[config.mk]
export PLATFORM = sky130hd
export DESIGN_NAME = commit_unit
export DESIGN_NICKNAME = d
export VERILOG_FILES = /design/src/rtl/commit_unit.sv
export SDC_FILE = /design/constraint.sdc
export NUM_CORES = 1
export LEC_CHECK = 0
export CAP_MARGIN = 20
export CORE_MARGIN = 10
export CORE_UTILIZATION = 60
export DETAILED_ROUTE_END_ITERATION = 6
export PLACE_DENSITY = 0.75
export SLEW_MARGIN = 25
export SYNTH_ARGS = -nofsm -noshare
export SYNTH_HDL_FRONTEND = slang
export SYNTH_SLANG_ARGS = --single-unit
[constraint.sdc]
create_clock -name clk -period 23.1 [get_ports clk]
set_input_delay 4.62 -clock clk [delete_from_list [all_inputs] [get_ports clk]]
set_output_delay 4.62 -clock clk [all_outputs]
set_load 0.005 [all_outputs]
[src/rtl/commit_unit.sv]
// commit_unit: in-order retire buffer for a FETCH_W-wide out-of-order core.
//
// Ports:
//   clk, reset_n         clock, asynchronous active-low reset
//   disp_*               dispatch group from rename (valid, dest info per lane)
//   disp_ready           buffer can take a full FETCH_W group this cycle
//   disp_rob_idx         per-lane buffer index assigned if the group is accepted
//   wb_en, wb_rob_idx    completion strobes from execute
//   flush                synchronous squash of every uncommitted entry
//   commit_*, free_*     one-cycle registered pulses for rename map / free list
//   retire_valid         one instruction retired last edge
//   rob_count            number of occupied entries
module commit_unit #(
  parameter int unsigned FETCH_W   = 2,
  parameter int unsigned ROB_DEPTH = 16,
  parameter int unsigned PHYS_REGS = 48,
  localparam int unsigned IDX_W    = $clog2(ROB_DEPTH),
  localparam int unsigned CNT_W    = IDX_W + 1,
  localparam int unsigned PTAG_W   = $clog2(PHYS_REGS)
) (
  input  logic                             clk,
  input  logic                             reset_n,
  input  logic [FETCH_W-1:0]               disp_valid,
  input  logic [FETCH_W-1:0]               disp_rd_valid,
  input  logic [FETCH_W-1:0][4:0]          disp_arch_rd,
  input  logic [FETCH_W-1:0][PTAG_W-1:0]   disp_phys_rd,
  input  logic [FETCH_W-1:0][PTAG_W-1:0]   disp_old_phys_rd,
  output logic                             disp_ready,
  output logic [FETCH_W-1:0][IDX_W-1:0]    disp_rob_idx,
  input  logic [FETCH_W-1:0]               wb_en,
  input  logic [FETCH_W-1:0][IDX_W-1:0]    wb_rob_idx,
  input  logic                             flush,
  output logic                             commit_en,
  output logic [4:0]                       commit_arch_rd,
  output logic [PTAG_W-1:0]                commit_phys_rd,
  output logic                             free_en,
  output logic [PTAG_W-1:0]                free_phys,
  output logic                             retire_valid,
  output logic [CNT_W-1:0]                 rob_count
);

  // Entry control state
  logic [ROB_DEPTH-1:0] valid_q, valid_d;
  logic [ROB_DEPTH-1:0] done_q, done_d;
  logic [ROB_DEPTH-1:0] rd_valid_q, rd_valid_d;
  // Entry payload (no reset needed: only read when the valid bit is set)
  logic [4:0]        arch_q [ROB_DEPTH];
  logic [4:0]        arch_d [ROB_DEPTH];
  logic [PTAG_W-1:0] phys_q [ROB_DEPTH];
  logic [PTAG_W-1:0] phys_d [ROB_DEPTH];
  logic [PTAG_W-1:0] old_q  [ROB_DEPTH];
  logic [PTAG_W-1:0] old_d  [ROB_DEPTH];

  logic [IDX_W-1:0] head_q, head_d;
  logic [IDX_W-1:0] tail_q, tail_d;
  logic [CNT_W-1:0] count_q, count_d;

  logic              commit_en_q, commit_en_d;
  logic [4:0]        commit_arch_q, commit_arch_d;
  logic [PTAG_W-1:0] commit_phys_q, commit_phys_d;
  logic              free_en_q, free_en_d;
  logic [PTAG_W-1:0] free_phys_q, free_phys_d;
  logic              retire_valid_q, retire_valid_d;

  logic [FETCH_W-1:0][IDX_W-1:0] lane_idx;
  logic [IDX_W-1:0]              tail_adv;
  logic [CNT_W-1:0]              n_acc;
  logic [CNT_W-1:0]              free_cnt;
  logic                          accept;
  logic                          retire;

  assign free_cnt   = CNT_W'(ROB_DEPTH) - count_q;
  assign disp_ready = (free_cnt >= CNT_W'(FETCH_W));
  assign accept     = disp_ready & ~flush;
  // valid implies rob_count > 0, so an empty buffer can never retire
  assign retire     = valid_q[head_q] & done_q[head_q] & ~flush;

  // Compact valid lanes onto consecutive indices starting at tail
  always_comb begin
    tail_adv = tail_q;
    n_acc    = '0;
    lane_idx = '0;
    for (int i = 0; i < FETCH_W; i++) begin
      lane_idx[i] = tail_adv;
      if (disp_valid[i]) begin
        tail_adv = tail_adv + IDX_W'(1);
        n_acc    = n_acc + CNT_W'(1);
      end
    end
  end

  // While in reset, present plain lane order rather than the compacted view
  always_comb begin
    disp_rob_idx = '0;
    for (int i = 0; i < FETCH_W; i++) begin
      disp_rob_idx[i] = reset_n ? lane_idx[i] : IDX_W'(i);
    end
  end

  always_comb begin
    valid_d    = valid_q;
    done_d     = done_q;
    rd_valid_d = rd_valid_q;
    arch_d     = arch_q;
    phys_d     = phys_q;
    old_d      = old_q;
    head_d     = head_q;
    tail_d     = tail_q;
    count_d    = count_q;

    if (flush) begin
      valid_d = '0;
      done_d  = '0;
      head_d  = '0;
      tail_d  = '0;
      count_d = '0;
    end else begin
      for (int i = 0; i < FETCH_W; i++) begin
        if (wb_en[i] && valid_q[wb_rob_idx[i]]) begin
          done_d[wb_rob_idx[i]] = 1'b1;
        end
      end
      // Clearing after writeback means a late writeback to the head cannot revive it
      if (retire) begin
        valid_d[head_q] = 1'b0;
        done_d[head_q]  = 1'b0;
        head_d          = head_q + IDX_W'(1);
      end
      // Accepted slots are always free, so they never collide with the head
      if (accept) begin
        for (int i = 0; i < FETCH_W; i++) begin
          if (disp_valid[i]) begin
            valid_d[lane_idx[i]]    = 1'b1;
            done_d[lane_idx[i]]     = 1'b0;
            rd_valid_d[lane_idx[i]] = disp_rd_valid[i] && (disp_arch_rd[i] != 5'd0);
            arch_d[lane_idx[i]]     = disp_arch_rd[i];
            phys_d[lane_idx[i]]     = disp_phys_rd[i];
            old_d[lane_idx[i]]      = disp_old_phys_rd[i];
          end
        end
        tail_d = tail_adv;
      end
      count_d = count_q + (accept ? n_acc : '0) - CNT_W'(retire);
    end
  end

  always_comb begin
    commit_en_d    = 1'b0;
    commit_arch_d  = '0;
    commit_phys_d  = '0;
    free_en_d      = 1'b0;
    free_phys_d    = '0;
    retire_valid_d = retire;
    if (retire && rd_valid_q[head_q]) begin
      commit_en_d   = 1'b1;
      commit_arch_d = arch_q[head_q];
      commit_phys_d = phys_q[head_q];
      free_en_d     = 1'b1;
      free_phys_d   = old_q[head_q];
    end
  end

  always_ff @(posedge clk or negedge reset_n) begin
    if (!reset_n) begin
      valid_q        <= '0;
      done_q         <= '0;
      rd_valid_q     <= '0;
      head_q         <= '0;
      tail_q         <= '0;
      count_q        <= '0;
      commit_en_q    <= 1'b0;
      commit_arch_q  <= '0;
      commit_phys_q  <= '0;
      free_en_q      <= 1'b0;
      free_phys_q    <= '0;
      retire_valid_q <= 1'b0;
    end else begin
      valid_q        <= valid_d;
      done_q         <= done_d;
      rd_valid_q     <= rd_valid_d;
      head_q         <= head_d;
      tail_q         <= tail_d;
      count_q        <= count_d;
      commit_en_q    <= commit_en_d;
      commit_arch_q  <= commit_arch_d;
      commit_phys_q  <= commit_phys_d;
      free_en_q      <= free_en_d;
      free_phys_q    <= free_phys_d;
      retire_valid_q <= retire_valid_d;
    end
  end

  always_ff @(posedge clk) begin
    arch_q <= arch_d;
    phys_q <= phys_d;
    old_q  <= old_d;
  end

  assign commit_en      = commit_en_q;
  assign commit_arch_rd = commit_arch_q;
  assign commit_phys_rd = commit_phys_q;
  assign free_en        = free_en_q;
  assign free_phys      = free_phys_q;
  assign retire_valid   = retire_valid_q;
  assign rob_count      = count_q;

endmodule

# Word-level counts from Yosys, hierarchy flattened
# Index checks and enable logic that the tools add are counted.
[classes]
reduce_logical = 17
muxes = 97
n_addsub = 7
bitwise = 18
order_cmp = 16
[ops]
columns = ["operator", "count"]
rows = [
  ["96-bit 2-to-1 mux", 8],
  ["96-bit bitwise mux", 4],
  ["16-bit 2-to-1 mux", 24],
  ["80-bit 2-to-1 mux", 4],
  ["80-bit bitwise mux", 2],
  ["16-bit bitwise AND", 4],
  ["16-bit bitwise OR", 4],
  ["6-bit binary-select mux with 4-bit select", 2],
  ["6-bit demux with 4-bit select", 2],
  ["6-bit 2-to-1 mux", 8],
  ["16-bit inverter", 3],
  ["5-bit demux with 4-bit select", 2],
  ["5-bit 2-to-1 mux", 8],
  ["16-bit bitwise mux", 2],
  ["4-bit 2-to-1 mux", 8],
  ["4-bit by 5-bit less-than comparator with 1-bit output (second input constant)", 5],
  ["1-bit binary-select mux with 4-bit select", 5],
  ["5-bit binary-select mux with 4-bit select", 1],
  ["1-bit demux with 4-bit select", 5],
  ["4-bit by 1-bit greater-or-equal comparator with 1-bit output (second input constant)", 5],
  ["5-bit greater-or-equal comparator (second input constant)", 3],
  ["4-bit inverter with 5-bit output", 3],
  ["4-bit by 1-bit adder with 4-bit output (second input constant)", 3],
  ["1-bit logical AND", 12],
  ["other kinds (12)", 28],
]
[word_totals]
elab_cells = 214
inputBits = 51
out_inout_bits = 34
reg_bits = 352

# Logic depth before layout (Yosys ltp)
# Gate-level depths: netlist (run 1).
[depth]
word_depth = 21
ltp_mapped = 18

# Least setup slack after synthesis (run 1)
# No wires, ideal clock.
[synth_timing]
kind = "in2reg"
start = "input flush"
end = "register count_q[4], in the netlist rob_count[4]"
path_buffers = 1
t_required_ps = 23022
slack_ps = 10767
setup_ps = 78
cell_stages = 14
arrival_ps = 12255
path_cell_list = "o21bai_1 buf_2 inv_1 nand2_1 ha_1 inv_1 ha_1 inv_1 fa_1 inv_1 a21oi_1 nor2_1 or3_1 a21oi_1"
[synth_between]
elab_chain_cells = 6
word_cells_on_any_way = 7
classes_between = "add/sub (2); mux (2); bitwise (3)"
[synth_rtl]
columns = ["element", "line", "rtl"]
rows = [
  ["start: declaration", "32", "input logic flush,"],
  ["1-bit inverter (no line)", "--", ""],
  ["1-bit bitwise AND", "74", "assign accept = disp_ready & ~flush;"],
  ["5-bit 2-to-1 mux", "143", "count_d = count_q + (accept ? n_acc : '0) - CNT_W'(retire);"],
  ["5-bit adder", "143", ""],
  ["5-bit by 1-bit subtractor with 5-bit output", "143", ""],
  ["5-bit 2-to-1 mux *", "111", "if (flush) begin"],
  ["net count_d[4]", "56", "logic [CNT_W-1:0] count_q, count_d;"],
  ["end signal: assignment", "183", "count_q <= count_d;"],
  ["end: declaration", "56", ""],
]
# Mark *: on every way through the listed nets, which the timed path passes. The rest lies on a longest branch.
# A chain may end at the register's enable or synchronous reset.

==> results of run 1 <==
[flip-flops by register name, summed over array words and instances, names as in the netlist, 4 cells and up]
name,flops
rob_count,5
done_q,16
commit_phys_rd,6
free_phys,6
commit_arch_rd,5
phys_q,96
old_q,96
valid_q,16
arch_q,80
tail_q,4
rd_valid_q,16
head_q,4
[through the flow]
stage	cell area [um^2]	util, %	std cells
after floorplan	20900	-	1837
after global placement	22000	63.8	2240
after detailed placement	22000	63.8	2240
after CTS	23300	67.5	2311
after global routing	23300	67.5	2311
final	23300	67.5	2318
[layer usage]
layer | vias up | wire, um
met5 | - | 21
met4 | 4 | 1780
met3 | 137 | 6350
met2 | 742 | 28200
met1 | 7430 | 23000
li1 | 6791 | -
[layout by cell type (no fill, tap or decap), types with 5 or more instances in the layout]
cell / count
o21bai_1: 14
clkbuf_16: 41
clkbuf_1: 12
nor3b_1: 14
mux4_2: 94
nand2b_1: 6
nand3_1: 15
mux2i_1: 289
o21ai_0: 151
nand3b_1: 6
ha_1: 22
dfrtp_1: 78
clkdlybuf4s50_1: 83
a21o_1: 14
a21oi_1: 180
nand4_1: 5
edfxtp_1: 272
mux2_2: 14
buf_4: 42
diode_2: 7
xnor2_1: 9
o21ai_4: 8
and2_1: 16
nor2b_1: 14
and2b_1: 6
o22ai_1: 16
nor2_1: 151
nand2_1: 161
inv_1: 32
[final timing paths]
check                              startpoint         endpoint  slack, ns  cells past startpoint
worst max-delay path            disp_valid[0]  disp_rob_idx[6]      11.58                      5
worst min-delay path               valid_q[5]       valid_q[5]       0.50                      1
worst max register to register   rob_count[2]       phys_q[68]      18.75                      9
worst min register to register     valid_q[5]       valid_q[5]       0.50                      1
max in group asynchronous             reset_n        head_q[1]      18.22                      2
min in group asynchronous             reset_n     rob_count[1]       3.90                      1
[layout make-up]
cell class                      count  area [um^2]
Timing Repair Buffer              127         1170
Tap cell                          455          569
Clock buffer                       56         1110
Inverter                           35          139
Multi-Input combinational cell   1271         9930
Fill cell                        2586        11200
Clock inverter                     15          160
Sequential cell                   352        10200
Antenna cell                        7         17.5
[power groups by stage]
| stage | Clock [uW] | Sequential (uW) | Combinational [uW] |
|---|---|---|---|
| after floorplan | 0 | 1110 | 568 |
| after CTS | 633 | 1130 | 747 |
| after global placement | 0 | 1120 | 712 |
| after detailed placement | 0 | 1130 | 745 |
| final | 630 | 1130 | 752 |
| after global routing | 658 | 1160 | 822 |
[worst reg2reg max path, stage by stage (launching register included)]
cell and delay (ns):
dfrtp_1 0.44, inv_1 0.11, ha_1 0.22, xnor2_1 0.12, a31oi_1 0.30, o21bai_1 0.13
buf_4 0.23, inv_8 0.59, buf_4 0.98, buf_6 0.76
[logic make-up (layout without fill, tap and decap cells)]
kind of cell / count (synthesis) / count (layout) / share of synthesized area, %
muxes: 397 / 397 / 24.7
and+or+nand+nor: 424 / 424 / 9.17
other: 0 / 7 / 0
adders and majority gates: 23 / 23 / 1.41
xor gates and xnor gates: 11 / 11 / 0.461
AOI/OAI and AO/OA: 416 / 416 / 11.2
DFF: 352 / 352 / 48.7
buffers and inverters: 214 / 233 / 4.30
==> out/metrics.csv, run 1 <==
stage;metric;value;unit
worst_setup_path;cp.arrival;6.90;ns
global_route;grt_usage;27.8;%
global_route;grt_overflow_total;0;
worst_setup_path;worst-setup-path-type;input pin to primary output;
place;dp_hpwl;34300;um
drt;via_per_inst;6.52;
logic_synthesis;syn_area_per_cell;11.4;um^2
min_path;worstHoldPathType;register to register;
logic_synthesis;ys_types;64;
global_route;grt_pass1_wl;89900;um
drt;wirelength;59300;um
worst_setup_path;cpLargestDelayFamily;buffers and inverters;
logic_synthesis;synth_top_area_share;39.1;%
drt;postRouteAntennaNets;0;
clock_network;postCtsSetupRepairBufs;0;
pwr;internal-power;1720;uW
drt;drt_first_iter_violations;1838;
pwr;vdd_drop_max;70.5;uV
worst_setup_path;start_kind;input pin;
pwr;p_total;2510;uW
drt;drc;0;
floorplan;core_area;34500;um^2
place;io_buffers;84;
clock_network;clk_latency;0.55;ns
worst_setup_path;cp_max_fo;27;
sta;rsz0062_at_grt;false;
floorplan;io_pins;85;
floorplan;die_y;207;um
floorplan;row_count;68;
global_route;grt_pass1_vias;14650;
clock_network;cts_made_buffers;39;
logic_synthesis;synth_warnings;0;
floorplan;die_w;207;um
logic_synthesis;synth-main-ff-cell;edfxtp_1;
sta;setup_viol;0;
global_route;antenna_found_initial;7;
logic_synthesis;postSynthCellCount;1837;
clock_network;cts_hold_buf;0;
logic_synthesis;synth-edff-count;272;
drt;first_pass_iters;6;
place;gp_congestion;0.827;
drt;vias;15104;
outcome;status;completed;
logic_synthesis;syn-cell-area;20900;um^2
sta;fin_worst_skew;0.0199;ns
sta;slew-limit-headroom;33.0;%
worst_setup_path;cp_slowest_cell;clkdlybuf4s50_1;
final_layout;drive_gt1_share;13.2;%
pwr;p_per_area;108;nW/um^2
sta;min_period;11.52;ns
sta;tightest_slew;1.00;ns
worst_setup_path;slowest_delay;1.05;ns
logic_synthesis;synthMostInstantiatedCell;mux2i_1;
pwr;switching_power;790;uW
floorplan;dieArea;42700;um^2
logic_synthesis;yosysTopAreaCell;edfxtp_1;
final_layout;syn2layout_area_growth;11.4;%
sta;hold_viol_final;0;
clock_network;cts_max_level;2;
sta;drv_slew;0;
logic_synthesis;seq_area_frac_synth;48.7;%
clock_network;path_clk_slew;0.05;ns
logic_synthesis;ys_async_sr_fraction;22.7;%
sta;worst_slack;11.58;ns
pwr;share_clk_of_total_power;25.1;%
clock_network;ctsResizeCount;0;
pwr;power_frac_comb;29.9;%
pwr;pwr-share-seq;45.0;%
worst_setup_path;path_cells;clkdlybuf4s50_1 -> nand2_1 -> xnor2_1 -> and2_1 -> clkdlybuf4s50_1;
worst_setup_path;cp_num_buf_inv;2;
place;pre_cts_ws;11.61;ns
clock_network;cts_tree;yes;
sta;setup_tns;0;ns
logic_synthesis;synth_common_cells;mux2i_1 (289), edfxtp_1 (272), a21oi_1 (184);
global_route;grt_start_max_net_pins;115;
global_route;grtUsageMet1;37.4;%
pwr;power_leakage;0.00952;uW
global_route;grt-busiest-layer;met2;
clock_network;cts-root-buf;clkbuf_16;
clock_network;cts_sinks;352;
pwr;p_sw_share;31.4;%
logic_synthesis;synth.top_cells.by_area;edfxtp_1 (39%), mux2i_1 (14%), mux4_2 (10%), dfrtp_1 (9.6%), a21oi_1 (4.4%);
global_route;use_met3;7.07;%
flow_run;drv_cap;0;
worst_setup_path;crit_top_cell;clkdlybuf4s50_1;
worst_setup_path;end_kind;primary output;
clock_network;cts_buffer_depth;3;
worst_setup_path;crit_required;18.48;ns
floorplan;initial_core_util;60.6;%
global_route;gr-usage-met2;44.0;%
sta;hold_ws;0.503;ns
logic_synthesis;syn_nets;1911;
drt;wl_per_cell;25.6;um
sta;period_share;49.9;%
final_layout;nNetsFinal;1900;
logic_synthesis;ys_ff_latch;352;
sta;fmax;86.8;MHz
Note: power is estimated with default switching activity, not from simulation.
==> run 2, diff against run 1 <==
- clock period: 23.1 -> 11.74 ns (I/O delays scaled with it)
==> run 2 against run 1 <==
Net effect:
- global-route usage about the same
- die area unchanged
- utilization is 0.27 points higher
- combinational power up 99%
- non-clock buffer count stayed put
- count of clock-buffer cells in the layout is 1 higher
- clock power grew 95%
- clock skew about the same
- sequential power is 97% higher
- first-iteration DRC count grew 3.9%
- critical endpoint unchanged
- worst setup slack got worse by 6.8 ns
- hold slack worse by 0.0041 ns
- highest routed layer unchanged
- critical path type unchanged
==> out/metrics.csv, run 2 (synthesis gave the netlist of run 1 again) <==
stage;metric;value;unit
outcome;status;completed;
floorplan;row_count;68;
worst_setup_path;end_kind;primary output;
global_route;grt-busiest-layer;met2;
sta;rsz0062_at_grt;false;
worst_setup_path;reg2reg_from;head_q[2];
drt;drc;0;
sta;drv_slew;0;
clock_network;ctsResizeCount;0;
pwr;pwr-share-seq;44.8;%
global_route;grtUsageMet1;36.4;%
final_layout;stdcell_count;2315;
drt;wirelength;59500;um
pwr;power_frac_comb;30.3;%
clock_network;cts_made_buffers;39;
sta;hold_viol_final;0;
clock_network;postCtsSetupRepairBufs;0;
worst_setup_path;reg2reg_slack;7.26;ns
worst_setup_path;cp.arrival;4.66;ns
pwr;p_sw_share;31.5;%
place;gp_congestion;0.835;
flow_run;drv_cap;0;
global_route;grt_start_max_net_pins;108;
worst_setup_path;reg2reg_to;rob_count[4];
clock_network;cts_tree;yes;
sta;setup_tns;0;ns
clock_network;clk_latency;0.54;ns
sta;period_share;59.7;%
sta;fin_worst_skew;0.0198;ns
final_layout;top_regs;old_q (96), phys_q (96), arch_q (80);
sta;setup_viol;0;
clock_network;cts_buffer_depth;3;
worst_setup_path;critPathLaunch;disp_valid[0];
worst_setup_path;worst-setup-path-type;input pin to primary output;
min_path;hold-path-cell-count;1;
floorplan;dieArea;42700;um^2
worst_setup_path;start_kind;input pin;
place;place_area;22000;um^2
floorplan;initial_core_util;60.6;%
floorplan;io_pins;85;
sta;tightest_slew;1.09;ns
pwr;vdd_drop_max;143;uV
place;io_buffers;84;
drt;drt_first_iter_violations;1910;
global_route;grt_usage;27.8;%
floorplan;core_area;34500;um^2
final_layout;regArea;10200;um^2
global_route;grt_overflow_total;0;
worst_setup_path;cp_max_fo;27;
final_layout;fill_cells;2548;
final_layout;multiInputGateArea;9930;um^2
place;dp_hpwl;34900;um
global_route;use_met3;7.90;%
final_layout;layout_common_cells;mux2i_1 (289), edfxtp_1 (272), a21oi_1 (180);
global_route;gr-usage-met2;43.6;%
drt;vias;15223;
min_path;holdPathEnd;valid_q[5];
global_route;grt_pass1_vias;15031;
clock_network;cts-root-buf;clkbuf_16;
drt;wl_per_cell;25.7;um
place;dp.cells;2236;
sta;min_period;7.00;ns
clock_network;cts_sinks;352;
drt;first_pass_iters;6;
global_route;grt_pass1_wl;90500;um
pwr;p_per_area;212;nW/um^2
clock_network;cts_max_level;2;
min_path;worstHoldPathType;register to register;
final_layout;postLayoutCellArea;23400;um^2
final_layout;layout_commonest_cell;mux2i_1;
drt;via_per_inst;6.58;
final_layout;nNetsFinal;1900;
floorplan;die_y;207;um
drt;postRouteAntennaNets;0;
global_route;antenna_found_initial;5;
worst_setup_path;crit_required;9.39;ns
worst_setup_path;worstRegToRegCells;14;
min_path;holdCritStartpoint;valid_q[5];
clock_network;path_clk_slew;0.06;ns
pwr;power_leakage;0.00956;uW
final_layout;drive_gt1_share;13.2;%
sta;slew-limit-headroom;27.6;%
pwr;share_clk_of_total_power;24.9;%
pwr;internal-power;3400;uW
sta;fmax;143;MHz
final_layout;syn2layout_area_growth;11.9;%
clock_network;cts_hold_buf;0;
floorplan;die_w;207;um
pwr;switching_power;1560;uW
-- run 2: cell types whose count changed in the layout (fill, tap and decap cells not counted), moves of 3 or more --
| cell | change |
|---|---|
| clkinv_2 | +3 |
| buf_4 | -5 |
| inv_6 | -3 |
| diode_2 | -3 |
| buf_16 | +5 |
-- run 2: per-layer routing --
layer,routed length (um),vias up,share of wire (%)
met2,27700,861,47
met4,2240,4,3.8
met3,6710,164,11
met5,28,-,0.047
li1,-,6772,-
met1,22800,7422,38
-- run 2: worst max path at each step --
stage	end	slack, ns	depth (start not counted)
after floorplan	rob_count[4]	1.68	14
after global placement	disp_rob_idx[6]	4.84	5
after detailed placement	disp_rob_idx[6]	4.77	5
after CTS	disp_rob_idx[6]	4.76	5
after global routing	disp_rob_idx[6]	4.61	5
final	disp_rob_idx[6]	4.74	5
-- run 2: power by group through the flow --
| stage | clock (uW) | combinational (uW) | sequential (uW) |
|---|---|---|---|
| floorplan | 0 | 1120 | 2180 |
| global placement | 0 | 1410 | 2210 |
| detailed placement | 0 | 1480 | 2240 |
| CTS | 1240 | 1490 | 2220 |
| global route | 1290 | 1640 | 2280 |
| finish | 1230 | 1500 | 2230 |
-- run 2: critical path: stages --
cell	delay, ns
clkdlybuf4s50_1	1.09
nand2_1	0.32
xnor2_1	0.23
and2_1	0.15
clkdlybuf4s50_1	0.51
-- run 2: cell type report --
class	instances	area share, %
Multi-Input combinational cell	1271	42.5
Tap cell	455	2.44
Sequential cell	352	43.6
Clock buffer	57	4.82
Timing Repair Buffer	127	5.43
Clock inverter	14	0.621
Antenna cell	4	0.0428
Inverter	35	0.600
-- run 2: stage by stage --
step / util (%) / hold slack [ns] / setup slack, ns / power (uW)
floorplan: - / 0.464 / 1.68 / 3300
global placement: 63.7 / 0.477 / 4.84 / 3630
detailed placement: 63.7 / 0.488 / 4.77 / 3720
CTS: 67.4 / 0.502 / 4.76 / 4950
global route: 67.8 / 0.520 / 4.61 / 5210
finish: 67.8 / 0.499 / 4.74 / 4960
==> run 3, diff against run 2 <==
- clock period: 11.74 -> 7.2 ns (I/O delays scaled with it)
==> run 3 against run 2 <==
Net effect:
- combinational power increased by 65%
- sequential share of layout area decreased by 0.28 points
- via count decreased by 0.75%
- clock skew decreased by 0.0076 ns
- worst setup slack got worse by 2.7 ns
- highest routed layer unchanged
==> out/metrics.csv, run 3 (synthesis gave the netlist of run 1 again) <==
stage;metric;value;unit
floorplan;core_area;34500;um^2
clock_network;cts_sinks;352;
clock_network;postCtsSetupRepairBufs;0;
drt;postRouteAntennaNets;0;
sta;slew-limit-headroom;27.9;%
sta;drv_slew;0;
clock_network;cts_max_level;2;
worst_setup_path;worst-path-stages;5;
final_layout;drive_gt1_share;13.5;%
sta;worst_slack;1.99;ns
final_layout;layout_common_cells;mux2i_1 (289), edfxtp_1 (272), a21oi_1 (180);
floorplan;initial_core_util;60.6;%
sta;min_period;5.21;ns
floorplan;die_y;207;um
sta;tightest_slew;1.08;ns
global_route;grt_pass1_vias;14706;
worst_setup_path;start_kind;input pin;
worst_setup_path;worstRegToRegCells;14;
pwr;vdd_drop_max;422;uV
place;dp_hpwl;34800;um
drt;wl_per_cell;25.5;um
floorplan;io_pins;85;
worst_setup_path;cp_num_buf_inv;2;
worst_setup_path;cp.arrival;3.77;ns
clock_network;cts-root-buf;clkbuf_16;
worst_setup_path;path_cells;clkdlybuf4s50_1 -> nand2_1 -> xnor2_1 -> and2_1 -> clkdlybuf4s50_1;
floorplan;die_w;207;um
worst_setup_path;reg2reg_slack;2.76;ns
worst_setup_path;cpLargestDelayFamily;buffers and inverters;
pwr;p_per_area;347;nW/um^2
clock_network;cts_hold_buf;0;
global_route;gr-usage-met2;43.7;%
final_layout;post-route-util;68.3;%
worst_setup_path;cp_slowest_cell;clkdlybuf4s50_1;
global_route;grtUsageMet1;36.4;%
place;gp_congestion;0.867;
global_route;grt_overflow_total;0;
drt;vias;15109;
worst_setup_path;cp_max_fo;27;
sta;rsz0062_at_grt;false;
sta;setup_viol;0;
sta;setup_tns;0;ns
worst_setup_path;crit_required;5.76;ns
floorplan;row_count;68;
global_route;grt-busiest-layer;met2;
drt;first_pass_iters;5;
sta;period_share;72.4;%
place;dp.cells;2229;
worst_setup_path;end_kind;primary output;
drt;via_per_inst;6.53;
final_layout;nNetsFinal;1898;
sta;hold_viol_final;0;
clock_network;clk_latency;0.54;ns
worst_setup_path;slowest_delay;1.11;ns
drt;drt_first_iter_violations;1977;
worst_setup_path;crit_top_cell;clkdlybuf4s50_1;
final_layout;syn2layout_area_growth;12.6;%
final_layout;top_regs;old_q (96), phys_q (96), arch_q (80);
global_route;antenna_found_initial;9;
clock_network;path_clk_slew;0.06;ns
final_layout;stdcell_count;2313;
global_route;grt_pass1_wl;88900;um
final_layout;layout_commonest_cell;mux2i_1;
outcome;status;completed;
place;pre_cts_ws;1.92;ns
pwr;power_leakage;0.00962;uW
flow_run;drv_cap;0;
clock_network;ctsResizeCount;0;
drt;drc;0;
clock_network;cts_buffer_depth;3;
drt;wirelength;58900;um
clock_network;cts_made_buffers;39;
clock_network;cts_tree;yes;
global_route;grt_start_max_net_pins;185;
min_path;worstHoldPathType;register to register;
place;io_buffers;84;
sta;fmax;192;MHz
min_path;hold-path-cell-count;1;
sta;fin_worst_skew;0.0122;ns
floorplan;dieArea;42700;um^2
global_route;grt_usage;27.4;%
worst_setup_path;worst-setup-path-type;input pin to primary output;
global_route;use_met3;7.49;%
-- run 3: cell count changes in the layout (fill, tap and decap cells not counted), moves of 3 or more --
cell | before | now
clkinv_2 | 6 | 10
nor2_2 | 4 | 0
buf_16 | 5 | 8
buf_4 | 37 | 30
a21oi_2 | 3 | 0
clkbuf_8 | 4 | 7
clkbuf_1 | 12 | 8
nor2_4 | 0 | 4
a21oi_4 | 1 | 4
-- run 3: area by class of cell --
| type | count | area, um^2 |
|---|---|---|
| antenna | 3 | 7.51 |
| clock buffer | 57 | 1180 |
| clock inverter | 15 | 138 |
| fill | 2522 | 10900 |
| inverter | 35 | 135 |
| multi-input combinational | 1271 | 9980 |
| sequential | 352 | 10200 |
| tap | 455 | 569 |
| timing repair buffer | 125 | 1340 |
-- run 3: layer usage --
layer | share of wire (%) | wire length (um) | vias to the layer above
met5 | 0.13 | 79 | -
met4 | 2.1 | 1260 | 12
li1 | - | - | 6768
met1 | 39 | 23100 | 7473
met2 | 48 | 28200 | 752
met3 | 11 | 6270 | 104
-- run 3: power breakdown --
group / internal [uW] / switching [uW]
clock network: 1210 / 833
logic: 1160 / 1320
registers: 3210 / 421
-- run 3: path summary, 6_finish.rpt --
check / start / end
min reg2reg: valid_q[12] / valid_q[12]
min: valid_q[12] / valid_q[12]
max reg2reg: head_q[2] / rob_count[4]
max in group asynchronous: reset_n / head_q[0]
max: disp_valid[0] / disp_rob_idx[6]
min in group asynchronous: reset_n / rob_count[3]
-- run 3: worst register-to-register path, cell delays in order (launching register included) --
cell,delay [ns]
dfrtp_1,0.45
inv_2,0.77
mux4_2,0.72
o2bb2a_4,0.29
nor3b_1,0.59
ha_1,0.36
inv_1,0.06
ha_1,0.15
inv_1,0.06
fa_1,0.46
inv_1,0.07
a21oi_1,0.06
nor2_1,0.11
or3_1,0.12
a21oi_1,0.06
-- run 3: through the flow --
stage	area (um^2)	power [uW]	hold WS [ns]
after detailed placement	22000	6070	0.487
after CTS	23300	8110	0.500
final	23500	8170	0.500
after global routing	23500	8560	0.513
after global placement	21900	5940	0.482
after floorplan	20900	5350	0.464
